**src/rtl/hw_io_pkg.sv**
```systemverilog
// Shared constants and state encoding for the pad-input conditioner.
// Imported by the per-channel debouncer and by the top level.
package hw_io_pkg;

    localparam int unsigned N_CH_DEF       = 32'd16;
    localparam int unsigned DEB_CYCLES_DEF = 32'd1000;
    localparam int unsigned CNT_W          = 32'd16;

    typedef enum logic [0:0] {
        STABLE  = 1'b0,
        QUALIFY = 1'b1
    } deb_state_e;

endpackage : hw_io_pkg

```
**src/rtl/hw_deb_channel.sv**
```systemverilog
// One conditioner channel: two-flop synchronizer followed by a debounce
// FSM that only commits a new level after DEB_CYCLES consecutive agreeing samples.
module hw_deb_channel
    import hw_io_pkg::*;
#(
    parameter int unsigned DEB_CYCLES = DEB_CYCLES_DEF,
    parameter logic        INIT_VAL   = 1'b1
) (
    input  logic clk,
    input  logic rst,
    input  logic raw_in,
    output logic clean_out,
    output logic chg_pulse
);

    localparam logic [CNT_W-1:0] CNT_LAST = CNT_W'(DEB_CYCLES - 32'd1);
    localparam logic [CNT_W-1:0] CNT_ZERO = {CNT_W{1'b0}};

    logic             s1_q;
    logic             s2_q;
    logic             clean_q;
    logic             clean_d;
    logic             pulse_q;
    logic             pulse_d;
    deb_state_e       state_q;
    deb_state_e       state_d;
    logic [CNT_W-1:0] cnt_q;
    logic [CNT_W-1:0] cnt_d;

    // State register; the synchronizer pair carries no logic between its flops.
    always_ff @(posedge clk) begin
        if (rst) begin
            s1_q    <= INIT_VAL;
            s2_q    <= INIT_VAL;
            clean_q <= INIT_VAL;
            pulse_q <= 1'b0;
            state_q <= STABLE;
            cnt_q   <= CNT_ZERO;
        end else begin
            s1_q    <= raw_in;
            s2_q    <= s1_q;
            clean_q <= clean_d;
            pulse_q <= pulse_d;
            state_q <= state_d;
            cnt_q   <= cnt_d;
        end
    end

    // Debounce next-state; the >= compare keeps the counter from ever wrapping.
    always_comb begin
        state_d = state_q;
        cnt_d   = cnt_q;
        clean_d = clean_q;
        pulse_d = 1'b0;
        case (state_q)
            STABLE: begin
                if (s2_q != clean_q) begin
                    state_d = QUALIFY;
                    cnt_d   = CNT_W'(1);
                end else begin
                    cnt_d   = CNT_ZERO;
                end
            end
            QUALIFY: begin
                if (s2_q == clean_q) begin
                    state_d = STABLE;
                    cnt_d   = CNT_ZERO;
                end else if (cnt_q >= CNT_LAST) begin
                    clean_d = s2_q;
                    pulse_d = 1'b1;
                    state_d = STABLE;
                    cnt_d   = CNT_ZERO;
                end else begin
                    cnt_d   = cnt_q + CNT_W'(1);
                end
            end
            default: begin
                state_d = STABLE;
                cnt_d   = CNT_ZERO;
            end
        endcase
    end

    assign clean_out = clean_q;
    assign chg_pulse = pulse_q;

endmodule : hw_deb_channel

```
**src/rtl/hw_input_conditioner.sv**
```systemverilog
// Top level: N_CH independent debounce channels plus sticky per-channel
// event latches (set beats acknowledge) and a registered any-event summary.
module hw_input_conditioner
    import hw_io_pkg::*;
#(
    parameter int unsigned      N_CH       = N_CH_DEF,
    parameter int unsigned      DEB_CYCLES = DEB_CYCLES_DEF,
    parameter logic [N_CH-1:0]  INIT_VAL   = {N_CH{1'b1}}
) (
    input  logic            CLK_100M,
    input  logic            RST,
    input  logic [N_CH-1:0] RAW_IN,
    input  logic [N_CH-1:0] EVT_ACK,
    output logic [N_CH-1:0] CLEAN_OUT,
    output logic [N_CH-1:0] CHG_PULSE,
    output logic [N_CH-1:0] EVT_LATCH,
    output logic            EVT_ANY
);

    logic [N_CH-1:0] evt_latch_q;
    logic [N_CH-1:0] evt_latch_d;
    logic            evt_any_q;
    logic            evt_any_d;

    for (genvar i = 0; i < N_CH; i++) begin : g_ch
        hw_deb_channel #(
            .DEB_CYCLES (DEB_CYCLES),
            .INIT_VAL   (INIT_VAL[i])
        ) u_ch (
            .clk       (CLK_100M),
            .rst       (RST),
            .raw_in    (RAW_IN[i]),
            .clean_out (CLEAN_OUT[i]),
            .chg_pulse (CHG_PULSE[i])
        );
    end

    // A new transition re-arms the latch even if it is being acknowledged that cycle.
    always_comb begin
        evt_latch_d = (evt_latch_q & ~EVT_ACK) | CHG_PULSE;
        evt_any_d   = |evt_latch_q;
    end

    // Event latch and summary registers.
    always_ff @(posedge CLK_100M) begin
        if (RST) begin
            evt_latch_q <= {N_CH{1'b0}};
            evt_any_q   <= 1'b0;
        end else begin
            evt_latch_q <= evt_latch_d;
            evt_any_q   <= evt_any_d;
        end
    end

    assign EVT_LATCH = evt_latch_q;
    assign EVT_ANY   = evt_any_q;

endmodule : hw_input_conditioner

```
**config.mk**
```make
export PLATFORM = sky130hd
export DESIGN_NAME = hw_input_conditioner
export DESIGN_NICKNAME = d
export VERILOG_FILES = /design/src/rtl/hw_io_pkg.sv /design/src/rtl/hw_deb_channel.sv /design/src/rtl/hw_input_conditioner.sv
export SDC_FILE = /design/constraint.sdc
export NUM_CORES = 1
export LEC_CHECK = 0
export ABC_AREA = 0
export CAP_MARGIN = 0
export CORE_ASPECT_RATIO = 1.25
export CORE_MARGIN = 5
export CORE_UTILIZATION = 47
export CTS_BUF_LIST = sky130_fd_sc_hd__clkbuf_16
export DETAILED_ROUTE_END_ITERATION = 6
export GPL_TIMING_DRIVEN = 0
export MAX_ROUTING_LAYER = met4
export PLACE_DENSITY = 0.76
export SETUP_SLACK_MARGIN = 0.15
export SKIP_LAST_GASP = 1
export SYNTH_ARGS = -nofsm -noshare
export SYNTH_HDL_FRONTEND = slang
export SYNTH_SLANG_ARGS = --single-unit
```
**constraint.sdc**
```tcl
create_clock -name CLK_100M -period 2.3 [get_ports CLK_100M]
set_clock_uncertainty 0.1 [all_clocks]
set_input_delay 0.23 -clock CLK_100M [delete_from_list [all_inputs] [get_ports CLK_100M]]
set_output_delay 0.23 -clock CLK_100M [all_outputs]
set_load 0.05 [all_outputs]
```
==> metrics.txt <==
# TYPE chip_impl_metric gauge
chip_impl_metric{name="post_dp_cell_area",unit="um2"} 13900
chip_impl_metric{name="cts_max_level",unit=""} 2
chip_impl_info{name="synthFlopType",value="sky130_fd_sc_hd__dfxtp_1"} 1
chip_impl_metric{name="gpl.final_weighted_congestion",unit=""} 0.839
chip_impl_metric{name="synth.avg_cell_area",unit="um2"} 9.87
chip_impl_info{name="worstPathCellList",value="buf_4, clkdlybuf4s50_1"} 1
chip_impl_metric{name="vdd_drop_max",unit="mV"} 0.607
chip_impl_metric{name="initial_core_util",unit=""} 0.475
chip_impl_metric{name="dpl.hpwl",unit="um"} 16400
chip_impl_metric{name="slowest_delay",unit="ns"} 0.80
chip_impl_info{name="critical_setup_path_kind",value="reg2out"} 1
chip_impl_metric{name="power.internal",unit="mW"} 9.70
chip_impl_metric{name="insertedDiodeCount",unit=""} 0
chip_impl_metric{name="vias_in_the_first_global_route",unit=""} 8384
chip_impl_info{name="yosysTopAreaCell",value="sky130_fd_sc_hd__dfxtp_1"} 1
chip_impl_metric{name="layout.nets",unit=""} 1510
chip_impl_metric{name="post_synth_num_cell_types",unit=""} 40
chip_impl_metric{name="cp_data_required_time",unit="ns"} 1.97
chip_impl_metric{name="postCtsSetupBuffers",unit=""} 0
chip_impl_metric{name="final_util",unit=""} 0.579
chip_impl_metric{name="final-hold-violation-count",unit=""} 0
chip_impl_metric{name="pwr-share-comb",unit=""} 0.022
chip_impl_metric{name="groute.usage.overall",unit=""} 0.166
chip_impl_metric{name="clock_tree.buffer_depth",unit=""} 3
chip_impl_metric{name="holdPathStages",unit=""} 2
chip_impl_metric{name="die_width",unit="um"} 155
chip_impl_metric{name="net-switching-power",unit="mW"} 2.48
chip_impl_metric{name="synth_largest_type_area_fraction",unit=""} 0.574
chip_impl_info{name="yosysMostFrequentCell",value="sky130_fd_sc_hd__dfxtp_1"} 1
chip_impl_metric{name="numClockSinks",unit=""} 353
chip_impl_metric{name="multi_input_area",unit="um2"} 5120
chip_impl_info{name="worst_hold_path_type",value="in2reg"} 1
chip_impl_metric{name="timing.critical_path.fanout_max",unit=""} 2
chip_impl_metric{name="clkTransAtPathRegs",unit="ns"} 0.06
chip_impl_metric{name="detail_route.wirelength",unit="um"} 23500
chip_impl_info{name="category_of_the_worst_setup_path_launch_point",value="register"} 1
chip_impl_info{name="cts_root_buffer",value="sky130_fd_sc_hd__clkbuf_16"} 1
chip_impl_metric{name="routedLengthMet1",unit="um"} 10600
chip_impl_metric{name="finalSetupTns",unit="ns"} 0
chip_impl_metric{name="synth.yosys.seq_area_share",unit=""} 0.574
chip_impl_metric{name="drc_violations",unit=""} 0
chip_impl_metric{name="postLayoutCellArea",unit="um2"} 15000
chip_impl_metric{name="synthCells",unit=""} 1247
chip_impl_metric{name="number_of_enable_flip_flop_cells_after_synthesis",unit=""} 0
chip_impl_metric{name="final.fill_count",unit=""} 2261
chip_impl_info{name="synth_top_cells_by_area",value="sky130_fd_sc_hd__dfxtp_1 (57%), sky130_fd_sc_hd__nor2_1 (7.4%), sky130_fd_sc_hd__xnor2_1 (5.8%)"} 1
chip_impl_metric{name="detailed_route_wirelength_on_metal3",unit="um"} 1140
chip_impl_metric{name="finalCritPeriodShare",unit=""} 0.910
chip_impl_metric{name="power_density",unit="nW/um2"} 811
chip_impl_metric{name="worst_hold_slack_across_all_endpoints",unit="ns"} 0.183
chip_impl_metric{name="tritoncts.num_buffers",unit=""} 34
chip_impl_metric{name="ys.warnings.count",unit=""} 0
chip_impl_metric{name="max_cap_viol_count",unit=""} 0
chip_impl_info{name="hold_end",value="g_ch[2].u_ch.s1_q$_SDFF_PP1_"} 1
chip_impl_metric{name="initial_drc_count",unit=""} 338
chip_impl_metric{name="portBuffers",unit=""} 81
chip_impl_info{name="grt_setup_unrepaired",value="no"} 1
chip_impl_metric{name="total_leakage_power",unit="nW"} 5.61
chip_impl_metric{name="synth_async_sr_flop_share",unit=""} 0
chip_impl_metric{name="grt_pass1_wl",unit="um"} 39000
chip_impl_info{name="crit-reg2reg-launch",value="g_ch[1].u_ch.cnt_q[0]$_SDFF_PP0_"} 1
chip_impl_metric{name="grt_start_max_net_pins",unit=""} 16
chip_impl_metric{name="placed_cells",unit=""} 1763
chip_impl_metric{name="std_cell_rows",unit=""} 66
chip_impl_metric{name="setup_viol_count_final",unit=""} 0
chip_impl_metric{name="global_route.overflow_total",unit=""} 0
chip_impl_info{name="crit_path_slowest_cell",value="sky130_fd_sc_hd__clkdlybuf4s50_1"} 1
chip_impl_metric{name="route.met2.wl",unit="um"} 11200
chip_impl_metric{name="timing.max_slew.rel_slack",unit=""} 0.447
chip_impl_metric{name="syn_area",unit="um2"} 12300
chip_impl_metric{name="core-area",unit="um2"} 25900
chip_impl_info{name="result_of_the_run",value="finished clean"} 1
chip_impl_metric{name="netSwitchingFraction",unit=""} 0.204
chip_impl_info{name="critical_path.reg2reg.endpoint",value="g_ch[1].u_ch.cnt_q[3]$_SDFF_PP0_"} 1
chip_impl_metric{name="power.share.clock",unit=""} 0.461
chip_impl_metric{name="layout_cells_sized_above_1",unit=""} 0.0883
chip_impl_metric{name="fin_crit",unit="ns"} 2.09
chip_impl_info{name="tritoncts",value="yes"} 1
chip_impl_metric{name="register_area",unit="um2"} 7070
chip_impl_metric{name="vias_per_inst",unit=""} 4.68
chip_impl_metric{name="antenna_violations_before_repair",unit=""} 0
chip_impl_metric{name="route.vias.total",unit=""} 8531
chip_impl_metric{name="timing.reg2reg.setup_slack",unit="ns"} 0.32
chip_impl_metric{name="p_seq_frac",unit=""} 0.517
chip_impl_metric{name="io_pins",unit=""} 83
chip_impl_metric{name="die_area",unit="um2"} 29500
chip_impl_metric{name="worstMarginPinSlew",unit="ns"} 0.829
chip_impl_metric{name="maxSlewViolCount",unit=""} 0
chip_impl_metric{name="ant_nets",unit=""} 0
chip_impl_metric{name="area_growth",unit="%"} 22.1
chip_impl_info{name="synth_top_cells_by_count",value="sky130_fd_sc_hd__dfxtp_1 (353), sky130_fd_sc_hd__nor2_1 (243), sky130_fd_sc_hd__xnor2_1 (81)"} 1
chip_impl_metric{name="fin_cells",unit=""} 1823
chip_impl_info{name="hold_start",value="RAW_IN[2]"} 1
chip_impl_metric{name="drt-wirelength-per-cell",unit="um"} 12.9
chip_impl_metric{name="insertion_delay",unit="ns"} 0.51
chip_impl_info{name="dr.max_layer_used",value="met4"} 1
chip_impl_metric{name="firstDrtPassIters",unit=""} 4
chip_impl_metric{name="maximum_clock_frequency",unit="MHz"} 478
chip_impl_metric{name="chipHeight",unit="um"} 191
chip_impl_metric{name="reg2reg_depth",unit=""} 6
chip_impl_metric{name="arrival_time_reported_for_the_critical_path_endpoint",unit="ns"} 1.76
chip_impl_metric{name="flip_flop_and_latch_count_after_synthesis",unit=""} 353
chip_impl_info{name="critPathCaptureType",value="output port"} 1
## power by group through the flow
stage / Combinational (mW) / Clock (mW) / Sequential [mW]
2_1_floorplan: 0.142 / 0 / 6.43
3_3_place_gp: 0.259 / 0 / 6.43
3_5_place_dp: 0.263 / 0 / 6.44
4_1_cts: 0.265 / 5.73 / 6.30
5_1_grt: 0.300 / 6.00 / 6.31
6_report: 0.267 / 5.62 / 6.30
## metrics by stage
| step | worst slack, ns | power [mW] |
|---|---|---|
| final | 0.208 | 12.2 |
| after global routing | 0.158 | 12.6 |
| after floorplan | 0.450 | 6.57 |
| after detailed placement | -0.178 | 6.70 |
| after CTS | 0.150 | 12.3 |
| after global placement | -0.121 | 6.69 |
## sequential cells by signal, indices dropped and copies added, names as in the netlist
| signal | flops |
|---|---|
| g_ch.u_ch.s2_q | 16 |
| EVT_ANY | 1 |
| g_ch.u_ch.state_q | 16 |
| g_ch.u_ch.clean_out | 16 |
| EVT_LATCH | 16 |
| g_ch.u_ch.chg_pulse | 16 |
| g_ch.u_ch.cnt_q | 256 |
| g_ch.u_ch.s1_q | 16 |
## worst max-delay path, delay by kind of cell (launching register included)
kind	cells	cell delay, ns
DFF	1	0.35
buffers and inverters	2	0.91
## cells by family after synthesis
kind of cell    synth area share
simple gates               0.217
flops                      0.574
xor+xnor                  0.0982
buf+inv                   0.0391
compound gates            0.0416
fa+ha+maj                 0.0163
mux                       0.0130
other cells             0.000305
## cell usage in the layout (no fill, tap or decap), types with 35 or more instances in the layout
cell	n
sky130_fd_sc_hd__dfxtp_1	353
sky130_fd_sc_hd__xnor2_1	81
sky130_fd_sc_hd__xor2_1	57
sky130_fd_sc_hd__nor3_1	38
sky130_fd_sc_hd__nor2_1	243
sky130_fd_sc_hd__clkdlybuf4s50_1	48
sky130_fd_sc_hd__conb_1	96
sky130_fd_sc_hd__inv_1	45
sky130_fd_sc_hd__clkbuf_16	35
sky130_fd_sc_hd__nand2_1	71
sky130_fd_sc_hd__nand3_1	61
## routing by layer
metal  GRT usage  vias up
met3      0.0358       43
met4      0.0489        0
met2       0.278      138
met5           -        -
met1       0.201     3915
li1            -     4435
## cell type report
type | count | share of cell area
repair buffers | 82 | 0.0536
multi-input cells | 895 | 0.341
plain buffers | 52 | 0.0217
clock buffers | 35 | 0.0583
clock inverters | 24 | 0.0167
flip-flops and latches | 353 | 0.470
inverters | 42 | 0.0105
well taps | 340 | 0.0283
## worst max path at each step
| stage | startpoint | end | slack (ns) |
|---|---|---|---|
| 6_report | g_ch[9].u_ch.chg_pulse$_SDFF_PP0_ | CHG_PULSE[9] | 0.21 |
| 5_1_grt | g_ch[2].u_ch.chg_pulse$_SDFF_PP0_ | CHG_PULSE[2] | 0.16 |
| 4_1_cts | g_ch[12].u_ch.clean_out$_SDFFE_PP1P_ | CLEAN_OUT[12] | 0.15 |
| 3_5_place_dp | RST | g_ch[4].u_ch.cnt_q[0]$_SDFF_PP0_ | -0.18 |
| 3_3_place_gp | RST | g_ch[8].u_ch.cnt_q[0]$_SDFF_PP0_ | -0.12 |
| 2_1_floorplan | g_ch[1].u_ch.cnt_q[0]$_SDFF_PP0_ | g_ch[1].u_ch.cnt_q[5]$_SDFF_PP0_ | 0.45 |
## repair_timing
| item | in CTS | in global routing |
|---|---|---|
| pin swaps | 0 | 0 |
| endpoints found under the hold margin | 1 | 0 |
| gates resized for setup | 26 | 10 |
| setup endpoints to repair | 26 | 8 |
| hold buffers | 1 | 0 |
(Power assumes the default switching activity.)
